===== src/rtl/shift_mode_ctrl.sv =====
// Sequencing controller for a pulsed-latch multi-mode shift register.
// Drives the shared sel bus, then issues non-overlapping enable pulses on En1 or En2.
module shift_mode_ctrl #(
    parameter int WIDTH   = 8,
    parameter int CNT_W   = 4,
    parameter int PULSE_W = 1,
    parameter int GAP_W   = 1
) (
    input  logic             clk,
    input  logic             rst,
    input  logic             cmd_valid,
    output logic             cmd_ready,
    input  logic [2:0]       cmd_mode,
    input  logic [CNT_W-1:0] cmd_count,
    input  logic             abort,
    output logic [2:0]       sel,
    output logic             En1,
    output logic             En2,
    output logic             busy,
    output logic             done,
    output logic             err,
    output logic [CNT_W-1:0] pulses_left
);

    localparam int TMR_MAX = (PULSE_W > GAP_W) ? PULSE_W : GAP_W;
    localparam int TMR_W   = $clog2(TMR_MAX) + 1;
    localparam logic [TMR_W-1:0] PULSE_LAST = TMR_W'(PULSE_W - 1);
    localparam logic [TMR_W-1:0] GAP_LAST   = TMR_W'(GAP_W - 1);
    localparam logic [CNT_W-1:0] MAX_CNT    = CNT_W'(WIDTH);
    localparam logic [2:0]       MODE_LOAD  = 3'b010;

    typedef enum logic [2:0] {
        S_IDLE,
        S_SETUP,
        S_PULSE,
        S_GAP,
        S_DONE
    } state_t;

    function automatic logic is_illegal(input logic [2:0] m);
        return (m > 3'b100);
    endfunction

    // Clamp to the register depth; a parallel load only ever needs one pulse.
    function automatic logic [CNT_W-1:0] eff_count(input logic [2:0] m,
                                                   input logic [CNT_W-1:0] c);
        logic [CNT_W-1:0] n;
        n = (c > MAX_CNT) ? MAX_CNT : c;
        if ((m == MODE_LOAD) && (n != '0)) begin
            n = CNT_W'(1);
        end
        return n;
    endfunction

    state_t             state_q, state_d;
    logic [TMR_W-1:0]   timer_q, timer_d;
    logic [CNT_W-1:0]   left_q,  left_d;
    logic [2:0]         mode_q,  mode_d;
    logic               en1_q,   en1_d;
    logic               en2_q,   en2_d;
    logic               busy_q,  busy_d;
    logic               done_q,  done_d;
    logic               err_q,   err_d;
    logic               ready_q, ready_d;
    logic [CNT_W-1:0]   accept_cnt;

    always_comb begin
        state_d    = state_q;
        timer_d    = timer_q;
        left_d     = left_q;
        mode_d     = mode_q;
        err_d      = 1'b0;
        accept_cnt = eff_count(cmd_mode, cmd_count);

        unique case (state_q)
            S_IDLE: begin
                if (cmd_valid && ready_q) begin
                    if (is_illegal(cmd_mode)) begin
                        err_d = 1'b1;
                    end else begin
                        mode_d  = cmd_mode;
                        left_d  = accept_cnt;
                        timer_d = '0;
                        state_d = (accept_cnt == '0) ? S_DONE : S_SETUP;
                    end
                end
            end
            S_SETUP: begin
                timer_d = '0;
                state_d = S_PULSE;
            end
            S_PULSE: begin
                if (timer_q == PULSE_LAST) begin
                    left_d  = left_q - CNT_W'(1);
                    timer_d = '0;
                    state_d = S_GAP;
                end else begin
                    timer_d = timer_q + TMR_W'(1);
                end
            end
            S_GAP: begin
                if (timer_q == GAP_LAST) begin
                    timer_d = '0;
                    state_d = (left_q != '0) ? S_PULSE : S_DONE;
                end else begin
                    timer_d = timer_q + TMR_W'(1);
                end
            end
            S_DONE: begin
                state_d = S_IDLE;
            end
            default: begin
                state_d = S_IDLE;
            end
        endcase

        // Abort wins over normal progress but leaves sel where it is.
        if (abort && (state_q != S_IDLE)) begin
            state_d = S_IDLE;
            left_d  = '0;
            timer_d = '0;
        end

        // Outputs are registered copies of what the next state implies.
        en1_d   = (state_d == S_PULSE) && (mode_d != MODE_LOAD);
        en2_d   = (state_d == S_PULSE) && (mode_d == MODE_LOAD);
        busy_d  = (state_d != S_IDLE);
        done_d  = (state_d == S_DONE);
        ready_d = (state_d == S_IDLE);
    end

    always_ff @(posedge clk) begin
        if (rst) begin
            state_q <= S_IDLE;
            timer_q <= '0;
            left_q  <= '0;
            mode_q  <= 3'b000;
            en1_q   <= 1'b0;
            en2_q   <= 1'b0;
            busy_q  <= 1'b0;
            done_q  <= 1'b0;
            err_q   <= 1'b0;
            ready_q <= 1'b1;
        end else begin
            state_q <= state_d;
            timer_q <= timer_d;
            left_q  <= left_d;
            mode_q  <= mode_d;
            en1_q   <= en1_d;
            en2_q   <= en2_d;
            busy_q  <= busy_d;
            done_q  <= done_d;
            err_q   <= err_d;
            ready_q <= ready_d;
        end
    end

    assign cmd_ready   = ready_q;
    assign sel         = mode_q;
    assign En1         = en1_q;
    assign En2         = en2_q;
    assign busy        = busy_q;
    assign done        = done_q;
    assign err         = err_q;
    assign pulses_left = left_q;

endmodule

===== config.mk =====
export PLATFORM = sky130hd
export DESIGN_NAME = shift_mode_ctrl
export DESIGN_NICKNAME = d
export VERILOG_FILES = /design/src/rtl/shift_mode_ctrl.sv
export SDC_FILE = /design/constraint.sdc
export NUM_CORES = 1
export LEC_CHECK = 0
export BUFFER_PORTS_ARGS = -buffer_cell sky130_fd_sc_hd__buf_2
export CELL_PAD_IN_SITES_DETAIL_PLACEMENT = 0
export CELL_PAD_IN_SITES_GLOBAL_PLACEMENT = 1
export CORE_UTILIZATION = 36
export CTS_CLUSTER_DIAMETER = 40
export DETAILED_ROUTE_END_ITERATION = 8
export HOLD_SLACK_MARGIN = 0.05
export PLACE_DENSITY = 0.82
export REMOVE_ABC_BUFFERS = 1
export SKIP_LAST_GASP = 1
export SLEW_MARGIN = 25
export SYNTH_ARGS = -nofsm -noshare
export SYNTH_HDL_FRONTEND = slang
export SYNTH_SLANG_ARGS = --single-unit

===== constraint.sdc =====
create_clock -name clk -period 1.9 [get_ports clk]
set_input_delay 0.38 -clock clk [delete_from_list [all_inputs] [get_ports clk]]
set_output_delay 0.38 -clock clk [all_outputs]
set_load 0.01 [all_outputs]

# == Word-level counts from Yosys, hierarchy flattened ==
# Index checks and enable logic that the tools add are counted.
# totals
word_cells,68
out_inout_bits,13
ff_bits,17
in_bits,11
# op_classes
mux,22
n_addsub,2
magnitude_cmp,2
bitwise,2
reduce_logical,19
n_eq_ne,11
# ops
op,n
3-bit 2-to-1 mux,10
4-bit 2-to-1 mux,5
"3-bit by 2-bit equality test with 1-bit output, second input constant",5
3-bit one-hot mux with 4 select lines,1
3-bit nonzero test,3
4-bit one-hot mux with 2 select lines,1
4-bit nonzero test,2
3-bit zero test,2
"2-bit != test, second input constant",3
1-bit logical AND,5
"4-bit greater-than comparator, second input constant",1
4-bit zero test,1
1-bit 2-to-1 mux,4
4-bit AND reduction,1
2-bit OR reduction,2
"4-bit by 1-bit subtractor with 4-bit output, second input constant",1
"3-bit by 1-bit equality test with 1-bit output, second input constant",1
"3-bit equality test, second input constant",1
"3-bit greater-than comparator, second input constant",1
"3-bit by 2-bit != test with 1-bit output, second input constant",1
1-bit one-hot mux with 3 select lines,1
3-bit AND reduction,1
3-bit OR reduction,1
1-bit NOT,2
2 further kinds,2

# == Logic depth before layout (Yosys ltp) ==
# logic_depth
word_depth,13
mapped_depth,5
depth_no_buf,5

# == Worst setup path before layout ==
# OpenSTA, ideal clock, no wires.
# synth_path
path_type,input to register
start,input port cmd_mode[0]
end,register left_q[3] (netlist: pulses_left[3])
arrival_time_ns,1.451
n_path_buf,1
cell_stages,5
setup_ns,0.119
path_slack_ns,0.330
required_time_ns,1.781
path_cell_list,buf_2 -> o21ai_1 -> a31oi_1 -> o21ba_2 -> o221a_2
# synth_between
elab_chain_cells,6
word_cells_on_any_way,9
cone_classes,order compare: 1; eq/ne: 2; mux: 4; reduce/logical: 2
# synth_rtl
item,line_no,text
start: declaration,13,"input logic [2:0] cmd_mode,"
3-bit by 2-bit equality test with 1-bit output,49,if ((m == MODE_LOAD) && (n != '0)) begin
1-bit logical AND,49,
4-bit 2-to-1 mux,49,
4-bit 2-to-1 mux,78,if (is_illegal(cmd_mode)) begin
4-bit 2-to-1 mux,77,if (cmd_valid && ready_q) begin
4-bit one-hot mux with 2 select lines,75,unique case (state_q)
end signal: assignment,147,left_q <= left_d;
end: declaration,57,"logic [CNT_W-1:0] left_q, left_d;"
# Parallel ways exist; a longest one is shown, timed or not. The select of a mux whose other input is x is not followed.
# A chain may end at the register's enable or synchronous reset.

# == Final worst setup path ==
# layout_path
start,register state_q[1]
end,register busy_q (netlist: busy)
# layout_between
elab_chain_cells,5
word_cells_on_any_way,13
cone_classes,eq/ne: 3; mux: 6; reduce/logical: 4
# layout_rtl
item,line_no,text
start: declaration,55,"state_t state_q, state_d;"
start signal: assignment,145,state_q <= state_d;
3-bit 2-to-1 mux,78,
3-bit 2-to-1 mux,77,
3-bit one-hot mux with 4 select lines,75,
3-bit 2-to-1 mux *,118,if (abort && (state_q != S_IDLE)) begin
3-bit nonzero test *,127,busy_d = (state_d != S_IDLE);
end signal: assignment,151,busy_q <= busy_d;
end: declaration,61,"logic busy_q, busy_d;"
# Every way passes the cells marked *; elsewhere a longest branch is shown, timed or not.

==> metrics.txt <==
mux contribution to synthesized area=0.0124; xor/xnor share of the synthesized area=0; worst hold endpoint=state_q[1]; Final min period=1.64 ns; Synth Area in Adders=0.0310; Die Span Y=49.4 um; Worst Tran Pin Value=0.427 ns; CTS tree=yes; # fillers=215; Die X=49.4 um; # Post-CTS Setup Buffers=0; max-cap viol count=0; Die Area=0.00244 mm^2; Routed Antenna Nets=0; Hold Buf Count CTS=0; worst IR drop on VDD=0.312 mV; R2R depth=4; sequential standard cell area=320 um^2; Post-route DRC=0; Syn Std Cell Area=808 um^2; largest net degree at the start of global routing=11; Gate power share=0.209; RSZ-0062 raised after global routing=false; Crit Path Category=reg -> reg; Main synth FF type=dfxtp_1; Max Transition Viols Final=0; clock skew=0.0135 ns; Hold WC Path Type=in -> reg; P_leak=0.000435 uW; #FFs+latches synth=16; Initial Util=0.396; share of layout cells above drive strength 1=0.302; P&R area growth vs syn=21.8%; num rows=16; status=complete, no violations; FF-to-FF Start=state_q[1]; switching share of power=0.287; Flop pwr share=0.489; GR Util All Layers=0.173; first-pass GRT wire length=3190 um; crit-path max FO=10; CTS root buffer=clkbuf_4; final hold vios=0; H-tree depth=1; Post-CTS Resized=0; Compound-Gate Fraction of Synth Area=0.245; DR pass1 iterations=4; multi-input logic area=457 um^2; core area=0.00204 mm^2; Critical-path top delay cell=or3_4; crit-path cells=or3_4 -> or3b_1 -> a31oi_1 -> or2_1; vias in the first global route=688; Pwr Total=760 uW; CP max stage delay=0.45 ns; number of synthesized flops with an enable pin=0; register area share after synthesis=0.396; asr flop ratio synth=0; synth top area cells=dfxtp_1, nor2_1, nor3b_1; Starting DRT DRC Count=13; later-pin clock latency in the skew report=0.30 ns; top cell type's share of synthesized area=0.396; Synth area leader=dfxtp_1; dpl hpwl=1440 um; clock share of power=0.302; NetSw=218 uW; Final Cycle Share=0.862; Avg Inst Size Synth=8.98 um^2; WP data arrival=1.87 ns; CTS clock-pin slew for the worst setup and hold paths=0.10 ns; delay-heaviest family, CP=simple AND/OR/NAND/NOR gates; Cells after Synth=90; Power Dens Cells=772 mW/mm^2; worst r2r dst=busy; total CTS buffers=3; largest family of logic cells by synthesized area=simple AND/OR/NAND/NOR gates; Post-Layout Inst Area=985 um^2; minimum setup slack among reg-to-reg paths=0.26 ns; commonest non-fill, non-tap cells in the layout=buf_2, dfxtp_1, nor2_1; WHS Path Cells=2; simple-gate portion of the synthesized area=0.277; area post-placement=948 um^2; ANT cells=0; Required @ worst endpoint=2.13 ns; Cell Int Power=542 uW; via density per instance=5.43; IO Port Bufs=23; Max Clk Rate=610 MHz; RD Place Congestion=0.792; setup TNS=0 ns; clk buf depth=2; Startpoint Class=flip-flop; initial antenna violation count=0; slew margin rel.=0.714; hold_ws=0.332 ns; total grt overflow=0; CP bufs+invs=0; Worst setup EP type=flip-flop; Ys Warns=0; WL final=1880 um; Vias=777; WL per Instance=13.2 um; clock sinks=16; num ports=24; commonest non-fill, non-tap cell in the layout=buf_2; synth unique cells=40; NumNets Final=130; Hold Startpoint=abort; Final setup viols=0
## metal layers
metal	vias to the layer above	wire length (um)	global-route usage
met5	-	0	0
met3	4	112	0.0312
met2	26	839	0.263
met4	0	45	0.100
met1	354	885	0.226
li1	393	-	-
## per-stage QoR
stage          instances  setup slack, ns   util
2_1_floorplan         88            0.407      -
3_3_place_gp         139            0.273  0.464
3_5_place_dp         139            0.238  0.464
4_1_cts              143            0.266  0.482
5_1_grt              143            0.140  0.482
6_report             143            0.261  0.482
## power by group through the flow
stage / Combinational, uW / Clock [uW] / Sequential [uW]
floorplan: 90.3 / 0 / 386
global placement: 155 / 0 / 379
detailed placement: 159 / 0 / 379
CTS: 160 / 237 / 372
global route: 177 / 258 / 375
finish: 159 / 230 / 372
## how the worst max path moves through the flow
stage,from,end,slack (ns),cells past startpoint
final,state_q[1],busy,0.26,4
after global routing,pulses_left[0],En2,0.14,5
after CTS,state_q[1],busy,0.27,4
after detailed placement,cmd_count[0],pulses_left[0],0.24,5
after global placement,cmd_count[0],pulses_left[0],0.27,5
after floorplan,state_q[1],cmd_ready,0.41,4
## worst register-to-register path, stage by stage (launching register included)
cell and delay, ns:
dfxtp_1 0.41, or3_4 0.45, or3b_1 0.39, a31oi_1 0.21, or2_1 0.12
## synth_stat cells, types with 2 or more instances
library cell / number
dfxtp_1: 16
nor2_1: 11
a21oi_1: 7
nand2_1: 6
nor3b_1: 5
inv_1: 4
a31oi_1: 3
o21ai_0: 3
ha_1: 2
nand4b_1: 2
nor3_1: 2
## kinds of logic after synthesis
logic type / after synthesis
mux: 1
fa+ha+maj: 2
buf+inv: 6
simple gates: 38
flops: 16
compound gates: 27
## final cells by class
class	count	area share
multi-input cells	68	0.464
flip-flops and latches	16	0.325
repair buffers	24	0.125
clock buffers	4	0.0368
well taps	27	0.0343
inverters	4	0.0152
## sequential cells by signal, indices dropped and copies added, names as in the netlist
| signal | flops |
|---|---|
| busy | 1 |
| state_q | 3 |
| cmd_ready | 1 |
| pulses_left | 4 |
| done | 1 |
| sel | 3 |
| err | 1 |
| En2 | 1 |
| En1 | 1 |
(Power assumes the default switching activity.)
